File: src/rtl/udma_cfg_apb_master.sv
// Purpose : APB slave to uDMA config-bus initiator; decodes PADDR into a target index and register address.
// Latency : 3 cycles per transfer to an always-ready target (setup, ACCESS, DONE with PREADY); 2 cycles for a bad index.
// Backpressure: the APB transfer stalls in ACCESS (PREADY low) until the selected target raises cfg_ready_i.
//
// Ports:
//   clk_i, rst_i                       clock, asynchronous active-high reset
//   PADDR/PWDATA/PWRITE/PSEL/PENABLE   APB request; PADDR[11:7] = target index, PADDR[6:2] = register address
//   PRDATA/PREADY/PSLVERR              APB response, non-zero only in the DONE cycle
//   cfg_data_o/cfg_addr_o/cfg_rwn_o    request fields shared by all targets (rwn: 1 = read)
//   cfg_valid_o                        one-hot request strobe, bit k selects target k
//   cfg_data_i/cfg_ready_i             per-target read data (target k at [32k+31:32k]) and ready
//
// Build option: define UDMA_CFG_TIMEOUT_EN to abort an ACCESS phase with PSLVERR after
// TIMEOUT_CYCLES cycles without a ready from the selected target.
module udma_cfg_apb_master #(
  parameter int N_PERIPHS      = 6,
  parameter int APB_ADDR_WIDTH = 12,
  parameter int TIMEOUT_CYCLES = 255
) (
  input  logic                      clk_i,
  input  logic                      rst_i,
  input  logic [APB_ADDR_WIDTH-1:0] PADDR,
  input  logic [31:0]               PWDATA,
  input  logic                      PWRITE,
  input  logic                      PSEL,
  input  logic                      PENABLE,
  output logic [31:0]               PRDATA,
  output logic                      PREADY,
  output logic                      PSLVERR,
  output logic [31:0]               cfg_data_o,
  output logic [4:0]                cfg_addr_o,
  output logic                      cfg_rwn_o,
  output logic [N_PERIPHS-1:0]      cfg_valid_o,
  input  logic [32*N_PERIPHS-1:0]   cfg_data_i,
  input  logic [N_PERIPHS-1:0]      cfg_ready_i
);

  localparam int IDX_W = 5;

  typedef enum logic [1:0] {
    ST_IDLE,
    ST_ACCESS,
    ST_DONE
  } state_t;

  state_t           state_q;
  logic [IDX_W-1:0] idx_q;

  // Decode of the address presented during the setup phase.
  logic [IDX_W-1:0]     p_idx;
  logic                 p_idx_ok;
  logic [N_PERIPHS-1:0] p_onehot;

  // Byte-offset bits and any address bits above the index field carry no meaning here.
  logic paddr_unused;
  assign paddr_unused = ^PADDR;

  assign p_idx    = PADDR[11:7];
  assign p_idx_ok = (int'(p_idx) < N_PERIPHS);

  always_comb begin
    p_onehot = '0;
    for (int k = 0; k < N_PERIPHS; k++) begin
      p_onehot[k] = (p_idx == IDX_W'(k));
    end
  end

  // Ready/data of the currently selected target; other targets' ready bits never reach the FSM.
  logic        sel_ready;
  logic [31:0] sel_rdata;

  always_comb begin
    sel_ready = 1'b0;
    sel_rdata = '0;
    for (int k = 0; k < N_PERIPHS; k++) begin
      if (idx_q == IDX_W'(k)) begin
        sel_ready = cfg_ready_i[k];
        sel_rdata = cfg_data_i[32*k +: 32];
      end
    end
  end

`ifdef UDMA_CFG_TIMEOUT_EN
  localparam int CNT_W = $clog2(TIMEOUT_CYCLES + 1);

  logic [CNT_W-1:0] to_cnt_q;
  logic             to_hit;

  // The counter holds the number of ACCESS cycles already spent without a ready,
  // so the last allowed cycle is the one where it equals TIMEOUT_CYCLES-1.
  assign to_hit = (to_cnt_q == CNT_W'(TIMEOUT_CYCLES - 1));
`endif

  // PRDATA and PSLVERR double as the captured read-data and error registers: they are
  // loaded on the way into DONE and cleared on the way out.
  always_ff @(posedge clk_i or posedge rst_i) begin
    if (rst_i) begin
      state_q     <= ST_IDLE;
      idx_q       <= '0;
      cfg_addr_o  <= '0;
      cfg_data_o  <= '0;
      cfg_rwn_o   <= 1'b0;
      cfg_valid_o <= '0;
      PRDATA      <= '0;
      PREADY      <= 1'b0;
      PSLVERR     <= 1'b0;
`ifdef UDMA_CFG_TIMEOUT_EN
      to_cnt_q    <= '0;
`endif
    end else begin
      case (state_q)
        ST_IDLE: begin
          if (PSEL && !PENABLE) begin
            idx_q      <= p_idx;
            cfg_addr_o <= PADDR[6:2];
            cfg_rwn_o  <= ~PWRITE;
            cfg_data_o <= PWDATA;
            if (p_idx_ok) begin
              cfg_valid_o <= p_onehot;
              state_q     <= ST_ACCESS;
`ifdef UDMA_CFG_TIMEOUT_EN
              to_cnt_q    <= '0;
`endif
            end else begin
              // Unmapped target: answer with an error without touching the cfg bus.
              PRDATA  <= '0;
              PSLVERR <= 1'b1;
              PREADY  <= 1'b1;
              state_q <= ST_DONE;
            end
          end
        end

        ST_ACCESS: begin
          if (sel_ready) begin
            cfg_valid_o <= '0;
            PRDATA      <= cfg_rwn_o ? sel_rdata : 32'h0;
            PSLVERR     <= 1'b0;
            PREADY      <= 1'b1;
            state_q     <= ST_DONE;
          end
`ifdef UDMA_CFG_TIMEOUT_EN
          else if (to_hit) begin
            cfg_valid_o <= '0;
            PRDATA      <= '0;
            PSLVERR     <= 1'b1;
            PREADY      <= 1'b1;
            state_q     <= ST_DONE;
          end else begin
            to_cnt_q <= to_cnt_q + CNT_W'(1);
          end
`endif
        end

        ST_DONE: begin
          PRDATA  <= '0;
          PSLVERR <= 1'b0;
          PREADY  <= 1'b0;
          state_q <= ST_IDLE;
        end

        default: begin
          state_q <= ST_IDLE;
        end
      endcase
    end
  end

endmodule

File: config.mk
export PLATFORM = sky130hd
export DESIGN_NAME = udma_cfg_apb_master
export DESIGN_NICKNAME = d
export VERILOG_FILES = /design/src/rtl/udma_cfg_apb_master.sv
export SDC_FILE = /design/constraint.sdc
export NUM_CORES = 1
export LEC_CHECK = 0
export ABC_AREA = 1
export BUFFER_PORTS_ARGS = -buffer_cell sky130_fd_sc_hd__buf_2
export CORE_AREA = 8 8 121 123
export CTS_BUF_LIST = sky130_fd_sc_hd__clkbuf_16
export DETAILED_ROUTE_END_ITERATION = 16
export DIE_AREA = 0 0 129 131
export PLACE_DENSITY = 0.8
export SLEW_MARGIN = 20
export SYNTH_ARGS = -nofsm -noshare
export SYNTH_HDL_FRONTEND = slang
export SYNTH_SLANG_ARGS = --single-unit
File: constraint.sdc
create_clock -name clk_i -period 2.9 [get_ports clk_i]
set_input_delay 0.29 -clock clk_i [delete_from_list [all_inputs] [get_ports clk_i]]
set_output_delay 0.29 -clock clk_i [all_outputs]
set_load 0.05 [all_outputs]
==> flow_metrics.py, run 1 <==
metrics = {
    "die": {
        "initial_core_util_pct": 40.03,
        "die_area_um2": 16900,
        "dieWidth_um": 129,
        "row_count": 42,
        "fp.dieH_um": 131,
        "design.core.area_um2": 12870,
        "io_pins": 325,
    },
    "global_routing": {
        "antenna_found_initial": 6,
        "grt_max_degree": 69,
        "grt_pass1_wl_um": 32060,
        "overflow": 0,
        "grt.total_usage_pct": 24.80,
        "grt_pass1_vias": 6004,
    },
    "synth": {
        "async_flop_share_pct": 100.0,
        "avgSynthCellArea_um2": 7.929,
        "ys_seq_elements": 85,
        "synth_compound_gate_area_share_pct": 20.49,
        "post_synth_and_or_nand_nor_area_fraction_pct": 20.95,
        "synth_top_family_by_area": "simple AND/OR/NAND/NOR gates",
        "synth_xor_area_share_pct": 0,
        "synthFlopType": "dfrtp_1",
        "syn_area_um2": 5154,
        "syn-instance-count": 650,
        "synthAdderAreaFrac_pct": 0.7283,
        "synth-edff-count": 0,
        "muxShareOfSynthArea_pct": 8.084,
        "ys_types": 27,
        "syn_nets": 900,
        "synth_warnings": 0,
        "ys_seq_area_share_pct": 41.27,
    },
    "timing": {
        "hold_violations": 0,
        "fmax_mhz": 458.2,
        "max_slew_margin_pct": 57.13,
        "final.setup.tns_ps": 0,
        "finalClockSkew_ps": 7.574,
        "fin_ws_ps": 717.7,
        "rsz0062_at_grt": "false",
        "hold_ws_ps": 149.3,
        "worst_slew_pin_slew_ps": 642.3,
        "finalSetupViolations": 0,
        "finalCritPeriodShare_pct": 75.25,
        "finalCriticalPeriod_ps": 2182,
        "final_max_slew_viol_count": 0,
    },
    "routing": {
        "viasPerCell": 5.180,
        "dr.pass1.iters": 5,
        "drc": 0,
        "drt_wl_total_um": 21350,
        "drtAntennaViolNets": 0,
        "vias": 5869,
        "post_drt_wl_per_cell_um": 18.84,
        "drt_iter0_markers": 418,
    },
    "critical_path": {
        "crit_path_max_incr_delay_ps": 520,
        "crit_arrival_ps": 2430,
        "start_kind": "flop",
        "critPathCaptureType": "flop",
        "crit_path_max_fanout": 21,
        "cp_data_required_time_ps": 3150,
        "crit_chain": "buf_4 > nand3_2 > inv_2 > nand2_1 > nand4_2 > nand3_1 > o21ai_0",
        "path_class": "reg -> reg",
        "slowest_stage": "dfrtp_1",
    },
    "layout": {
        "area_delta_synth_final_pct": 40.16,
        "final_net_count": 1201,
        "fillers": 1245,
        "drive_gt1_share_pct": 42.47,
        "seq_area_um2": 2127,
        "multiInputGateArea_um2": 2600,
    },
    "cts": {
        "cts.htree.levels": 3,
        "insertion_delay_ps": 350,
        "cts_buffer_depth": 2,
        "root_buffer": "clkbuf_16",
        "cts_tree": "built",
        "path_clk_slew_ps": 60,
        "cts_inserted_buffers": 9,
        "cts_sinks": 85,
    },
    "place": {
        "io_buffers": 322,
        "dp.final_hpwl_um": 16870,
        "globalplace.congestion": 0.9313,
        "dp_slack_ps": 740.6,
    },
    "run": {
        "drv_cap": 0,
    },
    "worst_hold_path": {
        "min_path_type": "in -> reg",
    },
    "power_and_ir_drop": {
        "ir_drop_v": 0.0009678,
        "powerDensity_nw_per_um2": 987.7,
        "power.leakage_nw": 4.074,
    },
    "status": {
        "status": "complete, no violations",
    },
}
[metal layers]
layer	share of wire [%]	track usage [%]
met1	38	28.86
met2	49	41.47
met3	11	8.604
met4	2.1	9.261
met5	0.30	0
[cell usage in the layout (no fill, tap or decap), types with 3 or more instances in the layout]
cell type,n
nand2_1,134
buf_4,16
o21ai_0,108
o211ai_1,21
buf_2,322
inv_1,52
clkbuf_16,9
o21ai_1,24
inv_6,3
nor2_1,9
ha_1,3
nand4_1,36
o21bai_1,30
dfrtp_1,85
nand3_2,3
mux2_2,37
nand3_1,44
nor2_4,3
[cell families (layout without fill, tap and decap cells)]
| group | Yosys count | after routing |
|---|---|---|
| and+or+nand+nor | 235 | 235 |
| AOI/OAI and AO/OA | 185 | 185 |
| buffers and inverters | 105 | 411 |
| DFF | 85 | 85 |
| muxes | 37 | 37 |
| adders and majority gates | 3 | 3 |
| other | 0 | 1 |
[cells in the mapped netlist, types with 3 or more instances]
cell        n  area (um^2)
nand3_1    45        225.2
buf_1       7        26.28
nand4_1    36        225.2
o211ai_1   21        157.7
dfrtp_1    85         2127
buf_4       3        22.52
nor2_1      9        33.78
nand2_1   134        503.0
inv_1      53        198.9
ha_1        3        37.54
clkbuf_1   26        97.59
buf_2      13        65.06
o21bai_1   30        225.2
mux2_2     37        416.7
o21ai_1    24        120.1
o21ai_0   108        540.5
[state kept, by name, indices dropped and copies added, names as in the netlist]
name / count
PRDATA: 32
cfg_data_o: 32
cfg_valid_o: 6
cfg_addr_o: 5
idx_q: 5
state_q: 2
PREADY: 1
PSLVERR: 1
cfg_rwn_o: 1
[final timing paths]
path	cells after the start	endpoint	from	slack, ps
hold / removal	2	cfg_rwn_o	PWRITE	150
hold reg to reg	2	cfg_valid_o[0]	cfg_valid_o[0]	480
setup / recovery	7	cfg_valid_o[2]	idx_q[1]	720
setup reg to reg	7	cfg_valid_o[2]	idx_q[1]	720
min in group asynchronous	3	PRDATA[5]	rst_i	510
max in group asynchronous	4	cfg_data_o[13]	rst_i	1610
[worst max-delay path: cells and delay by family (launching register included)]
family / cells / cell delay, ps
buffers and inverters: 2 / 600
AND/OR/NAND/NOR: 4 / 700
flip-flops: 1 / 520
AO/OA/AOI/OAI: 1 / 290
[area by class of cell]
type,instances,area share [%]
multi-input cells,460,36.00
flip-flops and latches,85,29.45
repair buffers,341,24.67
clock buffers,9,3.118
well taps,176,3.049
inverters,54,2.823
clock inverters,7,0.8661
diodes,1,0.03464
[repair_timing]
item,CTS,global route
endpoints found under the hold margin,26,0
setup buffers,0,0
resized for setup,0,0
hold buffers,1,0
[where the power goes]
part | leakage (nW) | switching, W | internal, W
Combinational | 2.84 | 0.00306 | 0.00116
Sequential | 1.09 | 0.000235 | 0.00156
Clock | 0.145 | 0.000524 | 0.000602
[metrics by stage]
step	power (W)	utilization, %	area (um^2)	cells
2_1_floorplan	0.004839	-	5154	650
3_3_place_gp	0.005925	53.77	6923	1115
3_5_place_dp	0.006013	53.77	6923	1115
4_1_cts	0.007159	56.08	7221	1132
5_1_grt	0.007572	56.10	7223	1133
6_report	0.007134	56.10	7223	1133
No activity file was read; power rests on OpenSTA's default activity.
==> run 2, diff against run 1 <==
--- a/config.mk
+++ b/config.mk
@@ -7,10 +7,10 @@
 export LEC_CHECK = 0
 export ABC_AREA = 1
 export BUFFER_PORTS_ARGS = -buffer_cell sky130_fd_sc_hd__buf_2
-export CORE_AREA = 8 8 121 123
+export CORE_MARGIN = 8
+export CORE_UTILIZATION = 39
 export CTS_BUF_LIST = sky130_fd_sc_hd__clkbuf_16
 export DETAILED_ROUTE_END_ITERATION = 16
-export DIE_AREA = 0 0 129 131
 export PLACE_DENSITY = 0.8
 export SLEW_MARGIN = 20
 export SYNTH_ARGS = -nofsm -noshare
==> constraint.sdc (replaced) <==
create_clock -name clk_i -period 2 [get_ports clk_i]
set_input_delay 0.2 -clock clk_i [delete_from_list [all_inputs] [get_ports clk_i]]
set_output_delay 0.2 -clock clk_i [all_outputs]
set_load 0.05 [all_outputs]
==> run 2 against run 1 <==
  * Clock-buffer cell count stayed put
  * Sequential power is 45% higher
  * Worst setup slack worse by 560 ps
  * Critical endpoint is now cfg_valid_o[4]
  * Largest cell class unchanged
  * Largest power group unchanged
==> flow_metrics.py, run 2 (same netlist as run 1, synthesis figures left out) <==
metrics = {
    "place": {
        "place_inst": 1116,
        "globalplace.congestion": 0.9038,
        "io_buffers": 322,
        "dp.final_hpwl_um": 16490,
    },
    "timing": {
        "finalCritPeriodShare_pct": 91.91,
        "finalCriticalPeriod_ps": 1838,
        "final_max_slew_viol_count": 0,
        "max_slew_margin_pct": 61.48,
        "final.setup.tns_ps": 0,
        "rsz0062_at_grt": "false",
        "hold_violations": 0,
        "fmax_mhz": 544.0,
        "hold_ws_ps": 43.74,
        "worst_slew_pin_slew_ps": 572.5,
        "finalSetupViolations": 0,
        "finalClockSkew_ps": 9.124,
    },
    "cts": {
        "cts.htree.levels": 3,
        "cts_tree": "built",
        "ctsResizeCount": 0,
        "root_buffer": "clkbuf_16",
        "cts_inserted_buffers": 9,
        "cts_sinks": 85,
        "insertion_delay_ps": 350,
        "cts_buffer_depth": 2,
        "path_clk_slew_ps": 70,
    },
    "layout": {
        "reg_top3": "PRDATA x32, cfg_data_o x32, cfg_valid_o x6",
        "multiInputGateArea_um2": 2600,
        "fillers": 1223,
        "area_delta_synth_final_pct": 42.83,
        "final_net_count": 1207,
        "instances_no_fill": 1139,
        "final_common_cell": "buf_2",
        "layout_common_cells": "buf_2 (322), nand2_1 (134), o21ai_0 (108), dfrtp_1 (85), inv_1 (53)",
        "seq_area_um2": 2127,
        "drive_gt1_share_pct": 42.72,
    },
    "critical_path": {
        "crit_arrival_ps": 2040,
        "rr_worst_depth": 9,
        "crit_family": "simple AND/OR/NAND/NOR gates",
        "start_kind": "flop",
        "cp_data_required_time_ps": 2210,
        "cp_num_buf_inv": 1,
        "crit_chain": "nor2_4 > buf_4 > nand3_1 > nand2_1 > nand2_1 > nand4_2 > nand3_1 > nand2_1 > o21ai_0",
        "crit_path_max_fanout": 12,
        "crit_top_cell": "nand2_1",
        "critPathCaptureType": "flop",
        "slowest_stage": "dfrtp_1",
        "crit_path_max_incr_delay_ps": 430,
        "r2r-end": "cfg_valid_o[4]",
        "r2r_setup_slack_ps": 160,
        "path_class": "reg -> reg",
        "r2r-start": "idx_q[3]",
    },
    "power_and_ir_drop": {
        "ir_drop_v": 0.001196,
        "powerDensity_nw_per_um2": 1440,
        "power.leakage_nw": 4.128,
        "total_power_w": 0.01060,
    },
    "worst_hold_path": {
        "hold_end": "cfg_rwn_o",
        "min_from": "PWRITE",
        "hold_depth": 2,
        "min_path_type": "in -> reg",
    },
    "global_routing": {
        "overflow": 0,
        "grt_util_met3_pct": 10.31,
        "grt_busiest_layer": "met2",
        "antenna_found_initial": 3,
        "grt_use_met2_pct": 40.65,
        "grt_util_met1_pct": 26.67,
        "grt_pass1_vias": 5986,
        "grt_pass1_wl_um": 31440,
        "grt_max_degree": 69,
        "grt.total_usage_pct": 23.98,
    },
    "routing": {
        "dr.pass1.iters": 6,
        "vias": 5881,
        "drt_wl_total_um": 21390,
        "viasPerCell": 5.163,
        "drc": 0,
        "drtAntennaViolNets": 0,
        "drt_iter0_markers": 465,
        "post_drt_wl_per_cell_um": 18.78,
    },
    "die": {
        "io_pins": 325,
        "die_area_um2": 17150,
        "design.core.area_um2": 13090,
        "fp.dieH_um": 131.0,
        "initial_core_util_pct": 39.39,
        "row_count": 42,
        "dieWidth_um": 131.0,
    },
    "status": {
        "status": "complete, no violations",
    },
    "run": {
        "drv_cap": 0,
    },
}
run 2: cell count changes in the layout (fill, tap and decap cells not counted), moves of 2 or more:
cell	delta
clkinv_2	-2
inv_6	-2
clkinvlp_4	+2
buf_12	+6
run 2: what timing repair did:
action                                  in CTS  in global routing
buffers inserted                             0                  4
endpoints found under the setup margin       0                  1
hold endpoints to repair                    85                  0
hold buffers                                 1                  0
run 2: worst reg2reg max path, cell delays in order (launching register included):
cell and delay [ps]:
dfrtp_1 430, nor2_4 260, buf_4 180, nand3_1 70
nand2_1 70, nand2_1 70, nand4_2 100, nand3_1 290
nand2_1 140, o21ai_0 100
run 2: metal layers:
layer  wire length [um]  share of wire [%]
met5                 23               0.11
met2              10390                 49
met1               7648                 36
met4                447                2.1
met3               2878                 13
run 2: where the power goes:
part	leakage, nW	internal, W	switching, W
clock	0.141	0.000864	0.000754
combinational	2.90	0.00190	0.00447
sequential	1.09	0.00226	0.000347
run 2: worst max-delay path by stage:
stage,start,end,cells past startpoint
2_1_floorplan,state_q[0],idx_q[1],6
3_3_place_gp,idx_q[2],PRDATA[23],8
3_5_place_dp,idx_q[2],PRDATA[23],8
4_1_cts,idx_q[2],PRDATA[23],8
5_1_grt,idx_q[3],cfg_valid_o[5],9
6_report,idx_q[3],cfg_valid_o[4],9
run 2: layout make-up:
cell class              instances  area share [%]
multi-input cells             460           35.32
flip-flops and latches         85           28.90
repair buffers                347           26.08
clock buffers                   9           3.060
well taps                     176           2.992
inverters                      54           2.805
clock inverters                 7          0.8159
diodes                          1         0.03400
run 2: per-stage QoR:
stage	instance area, um^2	util, %	setup slack [ps]
finish	7361	56.25	161.8
global route	7361	56.25	13.32
CTS	7303	55.81	154.3
detailed placement	7008	53.56	178.3
global placement	7008	53.56	231.6
floorplan	5157	-	381.2
